**src/rtl/spi_arb_pkg.sv**
```systemverilog
// rtl/spi_arb_pkg.sv - shared types and constants for the SPI byte arbiter
package spi_arb_pkg;

    typedef enum logic [2:0] {
        IDLE,
        ARB,
        ISSUE,
        WAIT_BUSY,
        WAIT_DONE
    } arb_state_t;

    localparam logic RS_CMD = 1'b0;
    localparam logic RS_DAT = 1'b1;

endpackage

```
**src/rtl/spi_rr_pick.sv**
```systemverilog
// rtl/spi_rr_pick.sv - combinational round-robin picker, searches upward from ptr with wrap
module spi_rr_pick #(
    parameter int NUM_REQ = 4,
    parameter int PW      = $clog2(NUM_REQ)
) (
    input  logic [NUM_REQ-1:0] req,
    input  logic [PW-1:0]      ptr,
    output logic [NUM_REQ-1:0] pick,
    output logic               any
);

    logic [PW:0]   sum;
    logic [PW-1:0] idx;

    always_comb begin
        pick = '0;
        any  = 1'b0;
        sum  = '0;
        idx  = '0;
        for (int k = 0; k < NUM_REQ; k++) begin
            // explicit wrap keeps non-power-of-2 requester counts in range
            sum = {1'b0, ptr} + (PW+1)'(k);
            if (sum >= (PW+1)'(NUM_REQ)) begin
                sum = sum - (PW+1)'(NUM_REQ);
            end
            idx = sum[PW-1:0];
            if (!any && req[idx]) begin
                pick[idx] = 1'b1;
                any       = 1'b1;
            end
        end
    end

endmodule

```
**src/rtl/spi_byte_arbiter.sv**
```systemverilog
// rtl/spi_byte_arbiter.sv - round-robin burst arbiter sharing one spi_master byte engine
module spi_byte_arbiter
    import spi_arb_pkg::*;
#(
    parameter int NUM_REQ      = 4,
    parameter int BUSY_TIMEOUT = 64
) (
    input  logic                    clk,
    input  logic                    rst,
    input  logic [NUM_REQ-1:0]      req_valid,
    input  logic [NUM_REQ-1:0]      req_dc,
    input  logic [NUM_REQ-1:0][7:0] req_data,
    input  logic [NUM_REQ-1:0]      req_last,
    output logic [NUM_REQ-1:0]      req_ready,
    output logic [NUM_REQ-1:0]      grant,
    output logic [NUM_REQ-1:0]      rsp_valid,
    output logic [7:0]              rsp_data,
    output logic                    err_timeout,
    output logic                    send_en,
    output logic                    send_dc,
    output logic [7:0]              send_data,
    input  logic                    send_busy,
    input  logic [7:0]              recv_data
);

    localparam int PW = $clog2(NUM_REQ);
    localparam int CW = $clog2(BUSY_TIMEOUT + 1);

    arb_state_t         state;
    logic [PW-1:0]      rr_ptr;
    logic [PW-1:0]      g_idx;
    logic [PW-1:0]      g_next;
    logic [PW-1:0]      pick_idx;
    logic [NUM_REQ-1:0] pick;
    logic               pick_any;
    logic               last_q;
    logic [CW-1:0]      busy_cnt;

    spi_rr_pick #(
        .NUM_REQ (NUM_REQ),
        .PW      (PW)
    ) u_pick (
        .req  (req_valid),
        .ptr  (rr_ptr),
        .pick (pick),
        .any  (pick_any)
    );

    always_comb begin
        pick_idx = '0;
        for (int i = 0; i < NUM_REQ; i++) begin
            if (pick[i]) begin
                pick_idx = PW'(i);
            end
        end
    end

    assign g_next    = (g_idx == PW'(NUM_REQ - 1)) ? '0 : g_idx + 1'b1;
    assign req_ready = (state == ISSUE) ? (grant & req_valid) : '0;

    always_ff @(posedge clk) begin
        if (rst) begin
            state       <= IDLE;
            grant       <= '0;
            rr_ptr      <= '0;
            g_idx       <= '0;
            last_q      <= 1'b0;
            busy_cnt    <= '0;
            send_en     <= 1'b0;
            send_dc     <= 1'b0;
            send_data   <= 8'h00;
            rsp_valid   <= '0;
            rsp_data    <= 8'h00;
            err_timeout <= 1'b0;
        end else begin
            rsp_valid   <= '0;
            err_timeout <= 1'b0;
            case (state)
                // a master byte may still be running after reset; never overlap it
                IDLE: begin
                    if (!send_busy) begin
                        state <= ARB;
                    end
                end
                ARB: begin
                    if (pick_any) begin
                        grant <= pick;
                        g_idx <= pick_idx;
                        state <= ISSUE;
                    end
                end
                ISSUE: begin
                    if (req_valid[g_idx]) begin
                        send_data <= req_data[g_idx];
                        send_dc   <= req_dc[g_idx];
                        last_q    <= req_last[g_idx];
                        send_en   <= 1'b1;
                        busy_cnt  <= '0;
                        state     <= WAIT_BUSY;
                    end
                end
                WAIT_BUSY: begin
                    if (send_busy) begin
                        send_en <= 1'b0;
                        state   <= WAIT_DONE;
                    end else if (busy_cnt == CW'(BUSY_TIMEOUT - 1)) begin
                        send_en     <= 1'b0;
                        err_timeout <= 1'b1;
                        grant       <= '0;
                        rr_ptr      <= g_next;
                        state       <= ARB;
                    end else begin
                        busy_cnt <= busy_cnt + 1'b1;
                    end
                end
                WAIT_DONE: begin
                    if (!send_busy) begin
                        rsp_valid <= grant;
                        rsp_data  <= recv_data;
                        if (last_q) begin
                            grant  <= '0;
                            rr_ptr <= g_next;
                            state  <= ARB;
                        end else begin
                            state <= ISSUE;
                        end
                    end
                end
                default: state <= IDLE;
            endcase
        end
    end

endmodule

```
**config.mk**
```make
export PLATFORM = sky130hd
export DESIGN_NAME = spi_byte_arbiter
export DESIGN_NICKNAME = d
export VERILOG_FILES = /design/src/rtl/spi_arb_pkg.sv /design/src/rtl/spi_rr_pick.sv /design/src/rtl/spi_byte_arbiter.sv
export SDC_FILE = /design/constraint.sdc
export NUM_CORES = 1
export LEC_CHECK = 0
export ABC_AREA = 1
export ABC_CLOCK_PERIOD_IN_PS = 1800
export BUFFER_PORTS_ARGS = -buffer_cell sky130_fd_sc_hd__buf_4
export CORE_MARGIN = 1
export CORE_UTILIZATION = 45
export DETAILED_ROUTE_END_ITERATION = 12
export GPL_ROUTABILITY_DRIVEN = 1
export PLACE_DENSITY = 0.83
export SYNTH_ARGS = -nofsm -noshare
export SYNTH_HDL_FRONTEND = slang
export SYNTH_SLANG_ARGS = --single-unit
```
**constraint.sdc**
```tcl
create_clock -name clk -period 1.8 [get_ports clk]
set_input_delay 0.27 -clock clk [delete_from_list [all_inputs] [get_ports clk]]
set_output_delay 0.27 -clock clk [all_outputs]
set_load 0.03 [all_outputs]
```
## Word-level counts from Yosys, hierarchy flattened

Index checks and enable logic that the tools add are counted.

| word-level totals | value |
|---|---|
| memory bits (writable) | 0 |
| memories | 0 |
| memory bits (read-only) | 0 |
| output and inout port bits | 31 |
| bits of input ports | 55 |
| logic and storage cells | 149 |
| latch bits | 0 |
| bits in registers | 42 |

| operators by class | value |
|---|---|
| equal/unequal tests | 15 |
| add/subtract/negate cells | 9 |
| magnitude comparators | 13 |
| muxes and demuxes | 69 |
| divide/modulo/power cells | 0 |
| shift-type cells | 0 |
| reductions and logical operators | 24 |
| $mul | 0 |
| bitwise logic cells | 7 |

Operators by type and width:

| operator | number |
|---|---|
| $mux W4 | 10 |
| $mux W2 | 12 |
| $mux W7 | 3 |
| $mux W1 | 20 |
| $mux W3 | 6 |
| $bmux W8 S2 | 1 |
| $lt A2 B3 Y1 const B | 5 |
| $pmux W3 S5 | 1 |
| $bmux W1 S2 | 7 |
| $ne A2 B2 Y1 const B | 7 |
| $pmux W7 S2 | 1 |
| $or A4 B4 Y4 | 3 |
| $pmux W4 S3 | 1 |
| $reduce_and A5 Y1 | 2 |
| $ge A3 B3 Y1 const B | 3 |
| $demux W1 S2 | 4 |
| $ge A2 B1 Y1 const B | 4 |
| $mux W8 | 1 |
| $sub A2 B1 Y2 const B | 4 |
| $add A7 B1 Y7 const B | 1 |
| $eq A7 B6 Y1 const B | 1 |
| $logic_and A1 B1 Y1 | 7 |
| $add A2 B2 Y3 const B | 2 |
| $eq A3 B2 Y1 const B | 2 |
| other kinds (21) | 29 |

## Depth between registers and ports, before layout

Gate-level depths: netlist of run 1.

| logic depth | value |
|---|---|
| depth after elaboration | 17 |
| mapped depth | 12 |
| gate-level depth less buffers | 12 |

## Modules after synthesis

Synthesis of run 1 repeated with hierarchy kept, for this count alone.

| unflattened totals | value |
|---|---|
| cell total of the unflattened synthesis | 418 |
| area, all modules | 2615.0 um2 |

By module, submodules not included:

| module | seq. area each (um2) | instances | area an instance (um2) | cells each |
|---|---|---|---|---|
| spi_byte_arbiter | 840.8 | 1 | 2190.9 | 342 |
| spi_rr_pick | 0.0 | 1 | 424.2 | 76 |

## Worst setup path after synthesis of run 1

OpenSTA, ideal clock, no wires.

| timing path | value |
|---|---|
| path type | reg2reg |
| from | reg rr_ptr[1] |
| to | reg g_idx[0] |
| path buffers | 0 |
| library setup time | 0.119 ns |
| data required time | 1.681 ns |
| period minus slack after synthesis | 1.869 ns |
| stages on the path, launching flop included | 12 |
| setup slack | -0.069 ns |
| data arrival time | 1.750 ns |
| cell sequence | dfxtp_1 -> inv_1 -> ha_1 -> inv_1 -> nand3_1 -> nand2_1 -> nand3_4 -> nor2_4 -> nor2_2 -> inv_1 -> nor2_1 -> a21oi_1 |

| on the way | value |
|---|---|
| word-level cells in the longest chain between the ends | 17 |
| elaborated cells between the ends (all ways) | 64 |
| classes of those cells | 7 x add/sub; 12 x order compare; 31 x mux; 3 x bitwise; 11 x reduce/logical |

RTL lines:

| element | line | text |
|---|---|---|
| from (decl) | spi_byte_arbiter.sv:30 | `logic [PW-1:0] rr_ptr;` |
| from (signal assigned) | spi_byte_arbiter.sv:110 | `rr_ptr <= g_next;` |
| from (signal assigned) | spi_byte_arbiter.sv:122 | `rr_ptr <= g_next;` |
| parallel branches: the longest is 17 deep, another holds $add A2 B1 Y3 | -- |  |
| to (signal assigned) | spi_byte_arbiter.sv:88 | `g_idx <= pick_idx;` |
| to (decl) | spi_byte_arbiter.sv:31 | `logic [PW-1:0] g_idx;` |

Parallel ways; which one is timed is not known. The select of a mux whose other input is x is not followed.
A chain may end at the register's enable or synchronous reset.

## Worst setup path in the final report of run 1

| timing path | value |
|---|---|
| from | reg busy_cnt[0] |
| to | reg busy_cnt[0] |

| on the way | value |
|---|---|
| word-level cells in the longest chain between the ends | 4 |
| elaborated cells between the ends (all ways) | 7 |
| classes of those cells | 1 x add/sub; 2 x eq/ne; 3 x mux; 1 x reduce/logical |

RTL lines:

| element | line | text |
|---|---|---|
| from (decl) | spi_byte_arbiter.sv:37 | `logic [CW-1:0] busy_cnt;` |
| from (signal assigned) | spi_byte_arbiter.sv:113 | `busy_cnt <= busy_cnt + 1'b1;` |
| $add A7 B1 Y7 | spi_byte_arbiter.sv:113 |  |
| $mux W7 | spi_byte_arbiter.sv:106 | `end else if (busy_cnt == CW'(BUSY_TIMEOUT - 1)) begin` |
| $mux W7 | spi_byte_arbiter.sv:103 | `if (send_busy) begin` |
| $pmux W7 S2 | spi_byte_arbiter.sv:78 | `case (state)` |

Parallel ways exist; a longest one is shown, timed or not. The select of a mux whose other input is x is not followed.

==> results of run 1 <==
## registers in the layout, summed over array words and instances (netlist names)
name,cells
g_idx,2
rsp_data,8
grant,4
err_timeout,1
send_en,1
send_dc,1
last_q,1
rsp_valid,4
send_data,8
state,3
rr_ptr,2
busy_cnt,7
## metrics by stage
step	hold WS [ns]	total power [W]	TNS [ns]
floorplan	0.405	0.00240	0
global placement	0.431	0.00288	0
detailed placement	0.438	0.00293	0
CTS	0.199	0.00385	0
global route	0.192	0.00416	-0.111
finish	0.205	0.00387	0
## cell type report
cell class,instances,share of cell area
Tap cell,70,0.0254
Inverter,47,0.0511
Timing Repair Buffer,101,0.220
Multi-Input combinational cell,274,0.416
Sequential cell,42,0.246
Clock buffer,6,0.0239
Clock inverter,2,0.0174
## power by group through the flow
stage	Sequential (W)	Combinational [W]	Clock, W
2_1_floorplan	0.00135	0.00105	0
3_3_place_gp	0.00120	0.00168	0
3_5_place_dp	0.00120	0.00173	0
4_1_cts	0.00118	0.00174	0.000930
5_1_grt	0.00121	0.00197	0.000976
6_report	0.00118	0.00177	0.000913
## critical path, stage by stage (launching register included)
cell      delay (ns)
dfxtp_4         0.38
ha_4            0.14
nand2_2         0.07
nand3b_1        0.24
nor2_4          0.21
inv_2           0.07
o21ai_4         0.28
inv_1           0.10
nand2_1         0.07
o211ai_1        0.08
inv_1           0.06
## metal layers
layer | vias up | track usage | part of all wire
li1 | 1412 | - | -
met1 | 1252 | 0.268 | 0.42
met2 | 107 | 0.412 | 0.48
met3 | 16 | 0.0635 | 0.081
met4 | 0 | 0.0769 | 0.019
met5 | - | 0 | 0
## path summary, 6_finish.rpt
path                               endpoint  slack [ns]  cells after the start
worst min-delay path            rsp_data[3]        0.20                      3
worst max-delay path            busy_cnt[0]        0.05                     10
worst min register to register  busy_cnt[4]        0.45                      2
worst max register to register  busy_cnt[0]        0.05                     10
## cells in the final DEF (no fill, tap or decap), drive strengths merged, types with 2 or more instances in the layout
cell,instances
buf,101
nor2,74
nand2,73
inv,47
dfxtp,42
o21ai,37
nand3,31
a21oi,29
o32ai,10
ha,8
clkbuf,6
nor3,5
o211ai,2
bufinv,2
## synth_stat cells (2+ instances only)
library cell	instances	area share
a21oi_1	29	0.059
nand3_1	27	0.055
nor2_4	2	0.0091
dfxtp_1	42	0.34
nor2_2	3	0.0076
nand2_2	3	0.0076
nor2_1	69	0.11
nand2_1	69	0.11
inv_2	3	0.0046
o21ai_0	35	0.071
nand3_4	3	0.021
ha_1	8	0.041
o211ai_1	2	0.0061
nor3_1	4	0.0081
o32ai_1	10	0.036
clkbuf_1	11	0.017
inv_1	44	0.067
## timing repair
item	4_1_cts	5_1_grt
resized for setup	0	17
hold buffers	0	0
buffers inserted	0	5
endpoints found under the setup margin	0	15
## cell families (layout without fill, tap and decap cells)
| logic type | count (synthesis) | count (layout) | synth area share |
|---|---|---|---|
| AO/OA/AOI/OAI | 80 | 80 | 0.186 |
| adder cells (fa/ha/maj) | 8 | 8 | 0.0407 |
| flip-flops | 42 | 42 | 0.341 |
| AND/OR/NAND/NOR | 185 | 185 | 0.337 |
| XOR/XNOR | 1 | 1 | 0.00356 |
| buffers and inverters | 59 | 156 | 0.0904 |
==> reports/results.txt, run 1 <==
CP Launch Point: busy_cnt[0]
initial antenna violation count: 0
min Tclk post-route: 1.75 ns
largest net degree at the start of global routing: 23
Detailed Route WL: 6700 microns
ys async rst share: 0
worst endpoint data arrival time: 1.98 ns
Seq. cell area: 851 sq um
sequential share of power: 0.306
worst-margin pin slew: 0.388 ns
Buffers on Ports: 85
fin cells: 542
Antenna Cells: 0
# H-tree levels: 2
Syn Area/Cell: 6.57 sq um
Clock Latency Late Sink: 0.29 ns
clock share of power: 0.236
Synth Flop Type: dfxtp_1
die width: 76.0 microns
Int Power: 0.00232 W
nets: 534
proportion of power drawn by combinational gates: 0.458
Root Buffer: clkbuf_8
Mapped Cells: 375
count of cell types in the netlist: 28
Worst Slack Setup Final: 0.0529 ns
final instance area: 0.00345 sq mm
footprint of the multi-input gates: 0.00144 sq mm
initial core utilization: 0.476
Seq cells post-synth: 42
vias in the first global route: 2,635
Final ANT Viol Nets: 0
Area Overhead vs Synth: 40.2%
outcome: completed
pre-CTS setup slack: 0.0411 ns
Final Util: 0.667
number of synthesized flops with an enable pin: 0
clock slew at reported path FFs: 0.08 ns
max frequency: 572 MHz
Power per Cell Area: 1120 mW/mm^2
Final Hold Vio Count: 0
Layout fillers: 452
Pre-antenna DRT Iters: 5
synthesized area: 0.00246 sq mm
clk sinks: 42
CP Data Required Time: 2.03 ns
sequential area share after synthesis: 0.341
Final Cycle Share: 0.971
RR Startpoint: busy_cnt[0]
Crit Path Max Fanout: 8
gpl congestion: 0.852
GR Overflow Total: 0
mean routed wirelength per cell: 12.4 microns
DP HPWL: 5000 microns
P_leak: 1.62 nW
VDD IR max: 1040 uV
max cap viols: 0
crit end category: register
DP Area: 0.00323 sq mm
Hold Crit Start: recv_data[3]
share of cells above drive strength 1: 0.294
DR vias: 2,787
clock skew: 0.00471 ns
Sw Share: 0.400
GRT Overall Usage: 0.232
sw power: 0.00155 W
die area: 0.00577 sq mm
Num CTS Buffers: 5
Final setup violation count: 0
critical path class: register to register
Placed Instances: 529
syn_nets: 438
via-per-instance ratio: 5.14
initial drt markers: 146
startpoint type of the worst setup path: register
Slew headroom: 0.741
Syn. warnings: 0
DRC: 0
die height: 76.0 microns
I/O pin total: 86
core area: 0.00517 sq mm
Slew Limit Fails: 0
Longest Clk Path Bufs: 2
CTS tree: done
Rows: 26
Hold Path Class: input port to register
first-pass GRT wire length: 11,100 microns
(Power assumes the default switching activity.)
==> run 2, diff against run 1 <==
==> constraint.sdc (replaced) <==
create_clock -name clk -period 1.8 [get_ports clk]
set_input_delay 0 -clock clk [delete_from_list [all_inputs] [get_ports clk]]
set_output_delay 0 -clock clk [all_outputs]
set_load 0.03 [all_outputs]
==> run 2 against run 1 <==
Effect of this change:
- largest cell class unchanged
- die area unchanged
- core utilization rose by 1.3 points
- register-to-register slack better by 0.03 ns
- clock skew is essentially flat
- combinational power is 5% higher
- global-route usage is 1.3 points higher
- sequential share of layout area decreased by 0.47 points
- clock power down 35%
- flip-flop and latch count is the same
- design area grew 2.0%
- routed wire length rose by 4.5%
==> reports/results.txt, run 2 (synthesized netlist as in run 1, its figures left out) <==
outcome: completed
slowest stage cell, crit path: dfxtp_4
nets: 544
die width: 76.0 microns
Pre-antenna DRT Iters: 4
# H-tree levels: 2
Longest Clk Path Bufs: 2
worst endpoint data arrival time: 1.90 ns
max cap viols: 0
clock skew: 0.00489 ns
Power per Cell Area: 1030 mW/mm^2
initial core utilization: 0.476
Antenna Cells: 0
final instance area: 0.00352 sq mm
GR Overflow Total: 0
critical path class: register to register
share of cells above drive strength 1: 0.295
Worst Reg-to-Reg Cells: 10
Final ANT Viol Nets: 0
min Tclk post-route: 1.72 ns
Hold Path Class: input port to register
startpoint type of the worst setup path: register
P_leak: 1.64 nW
CTS tree: done
Rows: 26
Detailed Route WL: 7000 microns
die height: 76.0 microns
crit end category: register
worst-margin pin slew: 0.565 ns
Slew Limit Fails: 0
fin cells: 552
Buffers on Ports: 85
DR vias: 2,866
largest registers: rsp_data: 8 flops, send_data: 8 flops, busy_cnt: 7 flops
most frequent cells in the layout: buf_4 (100), nand2_1 (67), nor2_1 (66)
Num CTS Buffers: 5
die area: 0.00577 sq mm
CP Data Required Time: 1.98 ns
Placed Instances: 529
DP HPWL: 4990 microns
Root Buffer: clkbuf_8
largest net degree at the start of global routing: 24
initial antenna violation count: 0
vias in the first global route: 2,765
Area Overhead vs Synth: 42.9%
I/O pin total: 86
initial drt markers: 203
VDD IR max: 825 uV
Crit Path Max Fanout: 4
mean routed wirelength per cell: 12.7 microns
Top Family by Delay on Critical Path: simple AND/OR/NAND/NOR gates
cells along the critical path: ha_4, nand2_2, nand3b_1, nor2_4, inv_2, o21ai_4, buf_4, nor2_2, o21ai_1, a21oi_1
core area: 0.00517 sq mm
clock slew at reported path FFs: 0.08 ns
Final setup violation count: 0
DRC: 0
Clock Latency Late Sink: 0.29 ns
Layout fillers: 420
commonest non-fill, non-tap cell in the layout: buf_4
Final Hold Vio Count: 0
cell depth of the worst hold path: 5
DP Area: 0.00323 sq mm
crit path buf inv count: 2
via-per-instance ratio: 5.19
GRT Overall Usage: 0.245
Final Cycle Share: 0.954
critical path's largest stage delay: 0.38 ns
Slew headroom: 0.623
gpl congestion: 0.835
Crit path depth: 10
clk sinks: 42
max frequency: 582 MHz
first-pass GRT wire length: 11,600 microns
[run 2: cell count changes in the layout (fill, tap and decap cells not counted), sizes merged]
cell | previous run | this run
bufinv | 2 | 0
clkbuf | 6 | 5
clkinv | 0 | 2
inv | 47 | 48
dlygate4sd3 | 0 | 10
[run 2: metal layers]
metal,global-route usage,up-vias,share of wire,wire length [microns]
met2,0.454,100,0.51,3590
met1,0.277,1321,0.41,2860
li1,-,1431,-,-
met3,0.0611,14,0.064,451
met5,0,-,0,0
met4,0.0692,0,0.014,97
[run 2: layout make-up]
type                       instances  area, sq um  share of cell area
clock inverter                     3         18.8             0.00533
clock buffer                       5         68.8              0.0196
sequential                        42          851               0.242
multi-input combinational        274         1460               0.413
tap                               70         87.6              0.0249
timing repair buffer             111          862               0.245
inverter                          47          176              0.0501
[run 2: repair_timing]
item | CTS | global route
hold buffers | 10 | 0
resized for setup | 0 | 20
hold endpoints to repair | 17 | 0
buffers inserted | 0 | 5
endpoints found under the setup margin | 0 | 16
[run 2: path summary, 6_finish.rpt]
path	from	endpoint	slack, ns
worst min register to register	send_data[1]	send_data[1]	0.45
worst max-delay path	busy_cnt[0]	busy_cnt[6]	0.08
worst max register to register	busy_cnt[0]	busy_cnt[6]	0.08
worst min-delay path	req_data[29]	send_data[5]	0.14
[run 2: power breakdown]
group | total (W) | internal (W) | switching, W
combinational | 0.00185 | 0.000719 | 0.00113
sequential | 0.00119 | 0.00107 | 0.000118
clock | 0.000598 | 0.000273 | 0.000325
total | 0.00364 | 0.00206 | 0.00158
[run 2: metrics by stage]
| step | power, W | hold slack [ns] | worst slack [ns] | TNS, ns | utilization |
|---|---|---|---|---|---|
| floorplan | 0.00240 | 0.135 | 0.0471 | 0 | - |
| global placement | 0.00289 | 0.222 | 0.156 | 0 | 0.624 |
| detailed placement | 0.00294 | 0.232 | 0.0708 | 0 | 0.624 |
| CTS | 0.00356 | 0.141 | 0.0365 | 0 | 0.660 |
| global route | 0.00393 | 0.193 | -0.0214 | -0.0813 | 0.680 |
| finish | 0.00364 | 0.141 | 0.0828 | 0 | 0.680 |
[run 2: tightest hold or removal path, cell delays in order]
cell	delay [ns]
buf_4	0.08
nor2_1	0.03
o32ai_1	0.10
o21ai_0	0.09
a21oi_1	0.10
